==> src/rtl/switch_sum_display.sv <==
// rtl/switch_sum_display.sv - synchronised switch adder with LED sum and muxed hex display
// Optional blanking dead time at the start of each digit slot: define DIGIT_BLANK_EN.
module switch_sum_display #(
    parameter int WIDTH        = 4,
    parameter int REFRESH_DIV  = 24000,
    parameter int BLANK_CYCLES = 2
) (
    input  logic               clk,
    input  logic               reset,
    input  logic [WIDTH-1:0]   switch1,
    input  logic [WIDTH-1:0]   switch2,
    output logic [WIDTH:0]     leds,
    output logic [6:0]         seg,
    output logic [WIDTH/2-1:0] anode,
    output logic               frame_start
);
    localparam int NUM_DIGITS = 2 * WIDTH / 4;
    localparam int IDX_W      = $clog2(NUM_DIGITS);
    localparam int CNT_W      = $clog2(REFRESH_DIV);
    localparam logic [CNT_W-1:0] CNT_LAST = CNT_W'(REFRESH_DIV - 1);
    localparam logic [IDX_W-1:0] IDX_LAST = IDX_W'(NUM_DIGITS - 1);

    generate
        if (WIDTH < 4 || (WIDTH % 4) != 0) begin : g_bad_width
            $error("WIDTH must be a multiple of 4 and at least 4");
        end
        if (REFRESH_DIV < 2) begin : g_bad_div
            $error("REFRESH_DIV must be at least 2");
        end
        if (BLANK_CYCLES >= REFRESH_DIV) begin : g_bad_blank
            $error("BLANK_CYCLES must be less than REFRESH_DIV");
        end
    endgenerate

    logic [WIDTH-1:0]      r_a_meta;
    logic [WIDTH-1:0]      r_a_sync;
    logic [WIDTH-1:0]      r_b_meta;
    logic [WIDTH-1:0]      r_b_sync;
    logic [WIDTH:0]        r_leds;
    logic [CNT_W-1:0]      r_cnt;
    logic [IDX_W-1:0]      r_idx;
    logic [6:0]            r_seg;
    logic [NUM_DIGITS-1:0] r_anode;
    logic                  r_frame;

    logic [2*WIDTH-1:0]    w_digits;
    logic [3:0]            w_nibble;
    logic [6:0]            w_hex;
    logic [6:0]            w_seg;
    logic [NUM_DIGITS-1:0] w_anode;
    logic                  w_frame;

    always_ff @(posedge clk or posedge reset) begin
        if (reset) begin
            r_a_meta <= '0;
            r_a_sync <= '0;
            r_b_meta <= '0;
            r_b_sync <= '0;
            r_leds   <= '0;
        end else begin
            r_a_meta <= switch1;
            r_a_sync <= r_a_meta;
            r_b_meta <= switch2;
            r_b_sync <= r_b_meta;
            r_leds   <= {1'b0, r_a_sync} + {1'b0, r_b_sync};
        end
    end

    always_ff @(posedge clk or posedge reset) begin
        if (reset) begin
            r_cnt <= '0;
            r_idx <= '0;
        end else if (r_cnt == CNT_LAST) begin
            r_cnt <= '0;
            r_idx <= (r_idx == IDX_LAST) ? '0 : r_idx + 1'b1;
        end else begin
            r_cnt <= r_cnt + 1'b1;
        end
    end

    // Operand B nibbles sit above operand A, so the digit index selects directly.
    assign w_digits = {r_b_sync, r_a_sync};
    assign w_nibble = w_digits[{r_idx, 2'b00} +: 4];

    always_comb begin
        w_hex = 7'h7F;
        case (w_nibble)
            4'h0: w_hex = 7'h40;
            4'h1: w_hex = 7'h79;
            4'h2: w_hex = 7'h24;
            4'h3: w_hex = 7'h30;
            4'h4: w_hex = 7'h19;
            4'h5: w_hex = 7'h12;
            4'h6: w_hex = 7'h02;
            4'h7: w_hex = 7'h78;
            4'h8: w_hex = 7'h00;
            4'h9: w_hex = 7'h10;
            4'hA: w_hex = 7'h08;
            4'hB: w_hex = 7'h03;
            4'hC: w_hex = 7'h46;
            4'hD: w_hex = 7'h21;
            4'hE: w_hex = 7'h06;
            4'hF: w_hex = 7'h0E;
            default: w_hex = 7'h7F;
        endcase
    end

    always_comb begin
        w_anode        = '1;
        w_anode[r_idx] = 1'b0;
        w_seg          = w_hex;
        w_frame        = (r_cnt == '0) && (r_idx == '0);
`ifdef DIGIT_BLANK_EN
        if (r_cnt < CNT_W'(BLANK_CYCLES)) begin
            w_anode = '1;
            w_seg   = 7'h7F;
        end
`endif
    end

    always_ff @(posedge clk or posedge reset) begin
        if (reset) begin
            r_seg   <= 7'h7F;
            r_anode <= '1;
            r_frame <= 1'b0;
        end else begin
            r_seg   <= w_seg;
            r_anode <= w_anode;
            r_frame <= w_frame;
        end
    end

    assign leds        = r_leds;
    assign seg         = r_seg;
    assign anode       = r_anode;
    assign frame_start = r_frame;
endmodule

==> config.mk <==
export PLATFORM = sky130hd
export DESIGN_NAME = switch_sum_display
export DESIGN_NICKNAME = d
export VERILOG_FILES = /design/src/rtl/switch_sum_display.sv
export SDC_FILE = /design/constraint.sdc
export NUM_CORES = 1
export LEC_CHECK = 0
export BUFFER_PORTS_ARGS = -buffer_cell sky130_fd_sc_hd__buf_2
export CAP_MARGIN = 5
export CORE_ASPECT_RATIO = 0.6
export CORE_MARGIN = 10
export CORE_UTILIZATION = 60
export CTS_CLUSTER_SIZE = 16
export DETAILED_ROUTE_END_ITERATION = 16
export MAX_ROUTING_LAYER = met4
export PLACE_DENSITY = 0.83
export SLEW_MARGIN = 10
export SYNTH_ARGS = -nofsm -noshare
export SYNTH_HDL_FRONTEND = slang
export SYNTH_SLANG_ARGS = --single-unit
==> constraint.sdc <==
create_clock -name clk -period 4.45 [get_ports clk]
set_input_delay 0.89 -clock clk [delete_from_list [all_inputs] [get_ports clk]]
set_output_delay 0.89 -clock clk [all_outputs]
set_load 0.01 [all_outputs]
==> run_results.csv <==
group,metric,value,unit
cts,cts_root_buf,"clkbuf_8",
cts,cts.sinks,47,
sta,setup_violations,0,
pwr,max-vdd-ir-drop,0.268,mV
drt,remaining_drc_errors,0,
global_route,grt_overflow,0,
critical_path,worstRegToRegCells,5,
critical_path,r2r_setup_slack,2080,ps
pwr,total_leakage_power,1.11,nW
sta,grt_setup_unrepaired,"false",
sta,final_critical_path_required_period,2370,ps
critical_path,worst-endpoint-arrival,2580,ps
finish,fraction_of_layout_cells_with_a_size_suffix_above_1,35.4,%
min_path,min_delay_path_depth,0,
cts,postCtsSetupBuffers,0,
sta,timing.max_slew.rel_slack,51.9,%
synthesis,syn-instance-count,162,
pwr,p_seq_share,58.8,%
finish,fillCellCount,257,
sta,achievable-frequency,422,MHz
critical_path,startpoint_type,"flop",
cts,worst_skew_pair.late_latency,290,ps
synthesis,yosys_most_used_dff,"dfrtp_1",
critical_path,cp_data_required_time,4660,ps
global_route,grt_pass1_wl,6300,µm
sta,max_slew.worst_pin.slew,719,ps
drt,drt_pass1_iterations,4,
drt,drt_iter0_markers,44,
synthesis,ys_ff_latch,47,
sta,tns,0,ps
synthesis,synth.yosys.warnings,0,
pwr,cell_internal_pwr,0.604,mW
drt,detail_route.vias_per_cell,5.42,
sta,timing.final.max_slew_violations,0,
placed_design,postPlaceCellArea,2270,µm²
finish,mostFrequentLayoutCell,"dfrtp_1",
cts,cts-buffers-inserted,5,
cts,tritoncts,"done",
synthesis,post_synth.cell_area_avg,13.1,µm²
min_path,holdCritPathClass,"flop to flop",
die,rows,16,
status,outcome,"completed",
cts,ctsHtreeMaxLevel,2,
die,floorplan.io_pins,25,
die,design.die.area,6400,µm²
pwr,p_sw_share,22.4,%
drt,wl_per_cell,15.4,µm
sta,clock-skew-final,7.91,ps
finish,final_design_area_no_fill,2360,µm²
finish,layout.core_utilization,71.2,%
global_route,antenna_found_initial,0,
die,floorplan.die.height,66.1,µm
finish,layout_overhead_on_the_synthesized_area,11.4,%
die,fp.dieW,96.8,µm
critical_path,setup.worst_path.class,"flop to flop",
synthesis,yosysUniqueCellTypes,44,
global_route,number_of_global_route_vias_before_repair,1256,
critical_path,worst_r2r_endpoint,"seg[3]",
pwr,netSwitchingPower,0.174,mW
min_path,worstHoldEndpoint,"r_b_sync[1]",
die,initial_core_util,63.9,%
drt,num_vias,1284,
global_route,pin_count_of_the_biggest_net_entering_global_routing,48,
cts,cts_resized,0,
synthesis,count_of_flip_flops_with_a_built_in_enable_after_synthesis,0,
cts,cts_buffer_depth,2,
global_route,grt_usage,12.5,%
cts,cts_hold_repair.buffers,0,
cts,clkTransAtPathRegs,80,ps
placed_design,detailedPlacementHpwl,2750,µm
die,core_region_area,3320,µm²
finish,n_antenna_cell,0,
synthesis,async_flop_share,100,%
placed_design,buffer_ports.inserted,24,
finish,final_nets,214,
synthesis,synth_sequential_area_ratio,55.9,%
pwr,p_comb_share,9.0,%
critical_path,worst_setup_path_end_kind,"flop",
pwr,power_density,329,nW/µm²
synthesis,synth.net_count,185,
pwr,p_clk_share,32.2,%
drt,wirelength,3650,µm
synthesis,post_synth_instance_area,2120,µm²
run,max_cap_viol_count,0,
finish,leading_cell_types_in_the_layout_fill_and_taps_excluded,"dfrtp_1 (38), buf_2 (24), ha_1 (12), inv_1 (10), nor2_2 (10)",
min_path,worstHoldStart,"r_b_meta[1]",
critical_path,crit_fanout,7,
sta,final-hold-violation-count,0,
placed_design,finalWeightedCongestion,0.869,
critical_path,timing.rr.start,"r_idx",
sta,period_share,53.2,%
drt,drtAntennaViolNets,0,
[registers in the layout, indices dropped and copies added, names as in the netlist]
name / count
r_a_sync: 4
r_b_sync: 4
r_a_meta: 4
seg: 7
leds: 5
frame_start: 1
anode: 2
r_idx: 1
r_b_meta: 4
r_cnt: 15
[power by group through the flow]
stage,logic (mW),registers [mW],clock network (mW)
after detailed placement,0.0711,0.466,0
after global routing,0.0789,0.460,0.280
after CTS,0.0711,0.458,0.256
after floorplan,0.0361,0.472,0
final,0.0701,0.458,0.250
after global placement,0.0677,0.465,0
[synthesized netlist by cell type (2+ instances only)]
cell	count	share of area [%]
nor4_1	2	0.59
ha_1	12	7.1
o21ai_0	2	0.47
nand3_2	2	0.94
buf_6	3	1.6
inv_2	2	0.35
a21oi_1	4	0.94
mux2i_1	2	0.94
dfstp_2	9	11
nor4_2	2	1.2
mux2i_4	2	2.1
nand2b_1	2	0.59
nand4_1	4	1.2
nand2_1	5	0.88
nor2_1	4	0.71
xnor2_1	9	3.7
o21ai_1	2	0.47
inv_1	10	1.8
xor2_1	7	2.9
o22ai_1	2	0.59
nor2_2	10	2.9
nand3_1	4	0.94
dfrtp_1	38	45
nor2b_1	3	0.88
[metal layers]
layer  up-vias  GRT usage, %  routed length (µm)
met2        53          16.8                1430
met1       620          17.1                1850
met5         -             -                   0
met4         0          3.30                  29
met3         4          4.70                 338
li1        607             -                   -
[critical path: stages (launching register included)]
cell	delay (ps)
dfrtp_1	580
inv_1	160
a21boi_0	540
inv_1	230
ha_1	310
mux4_2	470
[cell families (layout without fill, tap and decap cells)]
logic type | count (synthesis) | after routing | synth area share (%)
AND/OR/NAND/NOR | 52 | 52 | 17.7
flip-flops | 47 | 47 | 55.9
XOR/XNOR | 16 | 16 | 6.60
adder cells (fa/ha/maj) | 13 | 13 | 8.01
AO/OA/AOI/OAI | 14 | 14 | 3.95
multiplexers | 5 | 5 | 4.12
buffers and inverters | 15 | 45 | 3.71
[per-stage QoR]
step	setup WS, ps	hold slack, ps	cells	total power [mW]
2_1_floorplan	2460	331	162	0.508
3_3_place_gp	2340	333	229	0.533
3_5_place_dp	2140	336	229	0.538
4_1_cts	2130	346	237	0.785
5_1_grt	1950	353	237	0.819
6_report	2080	342	237	0.778
[worst max path at each step]
stage | to | slack (ps) | startpoint | depth (start not counted)
finish | seg[3] | 2080 | r_idx | 5
global route | seg[3] | 1950 | r_idx | 5
CTS | seg[3] | 2130 | r_idx | 5
detailed placement | seg[3] | 2140 | r_idx | 5
global placement | seg[3] | 2340 | r_idx | 5
floorplan | frame_start | 2460 | reset | 1
[cell type report]
type	instances	area, µm²	area share [%]
well taps	45	56.3	2.38
flip-flops and latches	47	1190	50.2
clock buffers	7	86.3	3.65
inverters	12	45.0	1.90
repair buffers	25	128	5.40
multi-input cells	100	857	36.2
clock inverters	1	5.00	0.212
No activity file was read; power rests on OpenSTA's default activity.
